**src/rtl/serial_demux.sv**
```systemverilog
// serial_demux: 1-to-WIDTH LSB-first deserializer with a one-entry registered output.
// Latency: the word appears on dout/dout_valid the cycle after its last bit is presented.
// Backpressure: none toward din; a word completed while the output is full and not taken is dropped and sets overrun.
// Optional even-parity trailer bit per word: define SERIAL_DEMUX_PARITY_EN.
module serial_demux #(
  parameter int WIDTH = 8
) (
  input  logic             clk,
  input  logic             reset,
  input  logic             din,
  input  logic             din_valid,
  input  logic             sof,
  output logic [WIDTH-1:0] dout,
  output logic             dout_valid,
  input  logic             dout_ready,
  output logic             overrun
`ifdef SERIAL_DEMUX_PARITY_EN
  ,
  output logic             parity_err
`endif
);

`ifdef SERIAL_DEMUX_PARITY_EN
  localparam int N = WIDTH + 1;
`else
  localparam int N = WIDTH;
`endif
  localparam int CW = $clog2(N);

  logic [CW-1:0]    cnt_q, cnt_d;
  logic [WIDTH-1:0] sr_q, sr_d;
  logic [WIDTH-1:0] dout_q, dout_d;
  logic             vld_q, vld_d;
  logic             ovr_q, ovr_d;
  logic [CW-1:0]    slot;
  logic             complete;
`ifdef SERIAL_DEMUX_PARITY_EN
  logic             perr_q, perr_d;
`endif

  // Capture the incoming bit, advance the slot count and manage the output holding register.
  always_comb begin
    cnt_d    = cnt_q;
    sr_d     = sr_q;
    dout_d   = dout_q;
    vld_d    = vld_q;
    ovr_d    = ovr_q;
    complete = 1'b0;
`ifdef SERIAL_DEMUX_PARITY_EN
    perr_d   = perr_q;
`endif
    // sof forces the current bit (if any) into slot 0.
    slot = sof ? '0 : cnt_q;

    if (din_valid) begin
      if (sof) begin
        sr_d = '0;
      end
      // Slots at WIDTH and beyond (the parity bit) are not stored.
      for (int i = 0; i < WIDTH; i++) begin
        if (slot == CW'(i)) begin
          sr_d[i] = din;
        end
      end
      if (slot == CW'(N - 1)) begin
        complete = 1'b1;
        cnt_d    = '0;
      end else begin
        cnt_d = slot + 1'b1;
      end
    end else if (sof) begin
      cnt_d = '0;
    end

    if (complete) begin
      if (!vld_q || dout_ready) begin
        dout_d = sr_d;
        vld_d  = 1'b1;
`ifdef SERIAL_DEMUX_PARITY_EN
        // Even parity: XOR over data plus the trailing parity bit must be zero.
        perr_d = ^{sr_d, din};
`endif
      end else begin
        ovr_d = 1'b1;
      end
    end else if (vld_q && dout_ready) begin
      vld_d = 1'b0;
    end
  end

  // State registers with synchronous reset.
  always_ff @(posedge clk) begin
    if (reset) begin
      cnt_q  <= '0;
      sr_q   <= '0;
      dout_q <= '0;
      vld_q  <= 1'b0;
      ovr_q  <= 1'b0;
`ifdef SERIAL_DEMUX_PARITY_EN
      perr_q <= 1'b0;
`endif
    end else begin
      cnt_q  <= cnt_d;
      sr_q   <= sr_d;
      dout_q <= dout_d;
      vld_q  <= vld_d;
      ovr_q  <= ovr_d;
`ifdef SERIAL_DEMUX_PARITY_EN
      perr_q <= perr_d;
`endif
    end
  end

  assign dout       = dout_q;
  assign dout_valid = vld_q;
  assign overrun    = ovr_q;
`ifdef SERIAL_DEMUX_PARITY_EN
  assign parity_err = perr_q;
`endif

endmodule

```
**config.mk**
```make
export PLATFORM = sky130hd
export DESIGN_NAME = serial_demux
export DESIGN_NICKNAME = d
export VERILOG_FILES = /design/src/rtl/serial_demux.sv
export SDC_FILE = /design/constraint.sdc
export NUM_CORES = 1
export LEC_CHECK = 0
export ABC_AREA = 0
export CORE_ASPECT_RATIO = 1.25
export CORE_MARGIN = 10
export CORE_UTILIZATION = 40
export DETAILED_ROUTE_END_ITERATION = 10
export HOLD_SLACK_MARGIN = 0.12
export PLACE_DENSITY = 0.66
export SYNTH_ARGS = -nofsm -noshare
export SYNTH_HDL_FRONTEND = slang
export SYNTH_SLANG_ARGS = --single-unit
```
**constraint.sdc**
```tcl
create_clock -name clk -period 2.2 [get_ports clk]
set_input_delay 0.44 -clock clk [delete_from_list [all_inputs] [get_ports clk]]
set_output_delay 0.44 -clock clk [all_outputs]
set_load 0.1 [all_outputs]
```
==> flow_summary.json <==
{
  "syn-instance-count": 103,
  "dpl_cell_area_sq_um": 1120,
  "end_kind": "flop",
  "ys_seq_area_share_pct": 41.5,
  "worst_pin_slew_ps": 499,
  "powerDensity_nw_per_um2": 621,
  "skew_ps": 11.5,
  "yosys-top-cells-area": "dfxtp_1 42%, nand2b_1 5.8%, a31oi_1 4.5%",
  "period_share_pct": 75.9,
  "cts_max_path_buffers": 2,
  "cp_max_fo": 5,
  "layout.nets": 128,
  "pre_cts_slack_ps": 206,
  "grt_max_degree": 21,
  "synth_area_sq_um": 965,
  "initial_core_util_pct": 42.7,
  "finalInstanceArea_sq_um": 1170,
  "h-tree-depth": 1,
  "clk_pin_slew_ps": 130,
  "cellLeakagePower_nw": 0.429,
  "max_slew_margin_pct": 66.5,
  "timing.rr.start": "cnt_q[0]$_SDFF_PP0_",
  "drive_above_1_share_pct": 22.7,
  "setup-tns-final_ps": 0,
  "dieArea_sq_um": 4790,
  "hold_violations": 0,
  "slowest_delay_ps": 460,
  "cts_buffers": 3,
  "grt_overflow_total": 0,
  "reg2reg_slack_ps": 750,
  "min_period_ps": 1670,
  "die_x_microns": 63.9,
  "rsz0062_at_grt": "no",
  "area_growth_pct": 21.5,
  "critPathLaunchType": "input port",
  "crit_type": "input port to flop",
  "syn-num-nets": 111,
  "rows": 19,
  "endpoint": "dout[4]$_SDFFE_PP0P_",
  "clock_sinks": 20,
  "grtUsageTotal_pct": 10.4,
  "crit_arrival_ps": 1920,
  "status": "complete, no violations",
  "final_max_slew_viol_count": 0,
  "routabilityCongestion": 0.820,
  "io_buffers": 15,
  "drt_iter0_drc": 26,
  "syn_avg_cell_area_sq_um": 9.37,
  "crit_required_ps": 2450,
  "drv_cap": 0,
  "diodes": 0,
  "hold_path_class": "flop to flop",
  "wl_per_cell_microns": 15.1,
  "critPathSlowestCell": "clkdlybuf4s50_1",
  "cts_hold_buf": 0,
  "grt_pass1_wl_mm": 3.94,
  "synth-seq-cells": 20,
  "p_total_uw": 728,
  "path_cells": "clkdlybuf4s50_1, nand2b_1, ha_1, a21bo_2, a21o_2, o22ai_1",
  "coreArea_sq_um": 2260,
  "die_h_microns": 74.9,
  "setup_ws_ps": 531,
  "antenna_left": 0,
  "dr.pass1.iters": 4,
  "synth_top_area_share_pct": 41.5,
  "max_freq_mhz": 599,
  "synth.largest_area_cell": "dfxtp_1",
  "vias": 829,
  "clk_latency_ps": 310,
  "avgViaCountPerCell": 5.53,
  "drcViolationCount": 0,
  "vdd_ir_drop_max_mv": 0.370,
  "yosysWarnings": 0,
  "yosysUniqueCellTypes": 35,
  "antenna_found_initial": 0,
  "finalSetupViolations": 0,
  "fillers": 221,
  "tritoncts": "done",
  "cts_root_buf": "clkbuf_4",
  "startpoint": "sof",
  "num_io_pins": 16,
  "post-cts-setup-buffers": 0,
  "reg2reg_to": "dout[4]$_SDFFE_PP0P_",
  "grt_pass1_vias": 840,
  "rr_worst_depth": 5,
  "ctsResizeCount": 0,
  "layout_commonest_cell": "dfxtp_1",
  "dpl.hpwl_mm": 1.64,
  "wl_mm": 2.27,
  "most-common-layout-cells": "20 x dfxtp_1, 16 x buf_4, 9 x nand2b_1"
}
-- layout make-up --
type | instances | area [sq um] | share of cell area, %
Multi-Input combinational cell | 72 | 503 | 42.9
Timing Repair Buffer | 21 | 170 | 14.5
Inverter | 2 | 7.51 | 0.640
Tap cell | 31 | 38.8 | 3.31
Sequential cell | 20 | 400 | 34.2
Clock inverter | 1 | 30.0 | 2.56
Clock buffer | 3 | 22.5 | 1.92
-- flip-flops by register name (all words and copies together) (netlist names) --
name	flops
overrun	1
cnt_q	3
dout	8
dout_valid	1
sr_q	7
-- metrics by stage --
stage,hold WS (ps),utilization [%],instances
after floorplan,444,-,103
after global placement,454,49.6,146
after detailed placement,465,49.6,146
after CTS,489,51.9,150
after global routing,518,51.9,150
final,486,51.9,150
-- routing by layer --
layer | routed length [microns] | part of all wire, % | up-vias | global-route usage (%)
met1 | 918 | 40 | 393 | 10.9
met3 | 109 | 4.8 | 4 | 2.52
met4 | 30 | 1.3 | 0 | 6.57
met2 | 1210 | 53 | 18 | 18.4
li1 | - | - | 414 | -
met5 | 0 | 0 | - | 0
-- cell families after synthesis --
kind of cell / Yosys count / share of synthesized area [%]
flops: 20 / 41.5
mux: 1 / 1.17
compound gates: 34 / 24.3
buf+inv: 11 / 6.35
fa+ha+maj: 2 / 2.59
simple gates: 35 / 24.1
-- power by group --
group	total, mW	internal [mW]	leakage [nW]	switching, mW
registers	0.369	0.365	0.162	0.00367
logic	0.0518	0.0243	0.240	0.0274
clock network	0.307	0.184	0.0279	0.123
-- synth_stat cells, drive strengths merged --
library cell	count
a32oi	2
inv	2
o21a	1
nand4	2
a21boi	1
or3	4
and4b	1
a311oi	4
nand2	4
mux2	1
a21oi	8
or4	1
nor2b	1
dfxtp	20
o21ai	1
a211oi	2
or2	1
a31oi	7
nand2b	9
a21bo	1
o22ai	1
nand4b	1
buf	5
nand3b	2
clkbuf	4
nor3	1
ha	2
o211ai	4
a21o	1
nor2	7
and3	1
o31ai	1
-- worst min path at each step --
stage                    startpoint                   end  slack [ps]  cells after the start
3_3_place_gp   overrun$_SDFFE_PP0P_  overrun$_SDFFE_PP0P_         450                      2
2_1_floorplan    sr_q[4]$_SDFF_PP0_    sr_q[4]$_SDFF_PP0_         440                      2
4_1_cts        dout[7]$_SDFFE_PP0P_  dout[7]$_SDFFE_PP0P_         490                      2
6_report       dout[7]$_SDFFE_PP0P_  dout[7]$_SDFFE_PP0P_         490                      2
3_5_place_dp   overrun$_SDFFE_PP0P_  overrun$_SDFFE_PP0P_         460                      2
5_1_grt        dout[7]$_SDFFE_PP0P_  dout[7]$_SDFFE_PP0P_         520                      2
-- worst max-delay path, delay by kind of cell --
kind | cells | cell delay, ps
AND/OR/NAND/NOR | 1 | 200
buffers and inverters | 1 | 460
adder cells (fa/ha/maj) | 1 | 260
AO/OA/AOI/OAI | 3 | 540
Note: power is estimated with default switching activity, not from simulation.
==> patch: new RTL, same settings <==
Set the parameter `WIDTH` to 16 (it was 8).
--- a/src/rtl/serial_demux.sv
+++ b/src/rtl/serial_demux.sv
@@ -3,7 +3,7 @@
 // Backpressure: none toward din; a word completed while the output is full and not taken is dropped and sets overrun.
 // Optional even-parity trailer bit per word: define SERIAL_DEMUX_PARITY_EN.
 module serial_demux #(
-  parameter int WIDTH = 8
+  parameter int WIDTH = 16
 ) (
   input  logic             clk,
   input  logic             reset,
Ports: changed (resized dout); port bits go from 16 to 24. The function was not compared with the original's and may differ.
==> patch against the original RTL <==
- wire length increased by 70%
- clock skew fell by 0.0059 ns
- worst setup slack lost 0.24 ns
- synthesized area rose by 76%
- clock power rose by 48%
- design area rose by 76%
- global-route usage increased by 0.67 points
- sequential cell count up 17
- total power grew 66%
- largest cell class unchanged
- largest power group unchanged
==> patch: results (changes against the original RTL) <==
| Metric | Value |
|---|---|
| Status | `finished clean` |
| CTS HTree Levels | `2 (+1)` |
| P_clk | `0.453 mW (+48%)` |
| Clk_lat worst skew | `0.29 ns (-0.02 ns)` |
| Hold Path End | `dout[15]` |
| Clk_skew | `0.00562 ns (-0.00593 ns)` |
| Share of layout cells above drive strength 1 | `0.249 (+0.0219)` |
| Critical Path AT | `2.11 ns (+0.19 ns)` |
| Routability cong. | `0.899 (+9.6%)` |
| Crit path max fanout | `8 (+3)` |
| Vias | `1392 (+68%)` |
| Seq pwr share | `0.562 (+0.055)` |
| Hold path start | `dout[15]` |
| Worst vdd rail ir drop | `0.402 mV (+8.6%)` |
| CTS Root Cell | `clkbuf_8` |
| Syn nets | `190 (+71%)` |
| Area of placed instances | `0.00198 mm² (+76%)` |
| Largest net degree at the start of global routing | `40 (+90%)` |
| Mean Syn Cell Area | `9.27 µm² (-1.0%)` |
| DR WL met3 | `143 µm (+31%)` |
| Clock transition at path regs | `0.07 ns (-0.06 ns)` |
| Post-Place Setup Slack | `0.0104 ns (-0.196 ns)` |
| Wl on met1 | `1730 µm (+88%)` |
| Top delay family on crit path | `buffers and inverters` |
| GR Util met1 | `0.127 (+0.0179)` |
| Port Buf Inserts | `23 (+8)` |
| Fillers | `400 (+81%)` |
| Num CTS Buffers | `5 (+2)` |
| Nets@finish | `219 (+71%)` |
| DRT iter0 DRCs | `112 (+330%)` |
[patch: kinds of logic after synthesis]
family / count (synthesis) / share of synthesized area
simple gates: 81 / 0.251
flops: 37 / 0.437
mux: 6 / 0.0361
compound gates: 39 / 0.196
buf+inv: 16 / 0.0575
fa+ha+maj: 1 / 0.00737
xor+xnor: 3 / 0.0155
[patch: worst register-to-register path: cells and delay by family (launching register included)]
family / cells / cell delay, ns
flops: 1 / 0.48
fa+ha+maj: 1 / 0.22
compound gates: 3 / 0.61
simple gates: 2 / 0.29
[patch: layout make-up]
| type | count | share of cell area |
|---|---|---|
| multi-input cells | 130 | 0.417 |
| clock buffers | 7 | 0.0371 |
| clock inverters | 1 | 0.00365 |
| repair buffers | 37 | 0.147 |
| inverters | 1 | 0.00182 |
| flip-flops and latches | 37 | 0.360 |
| well taps | 56 | 0.0340 |
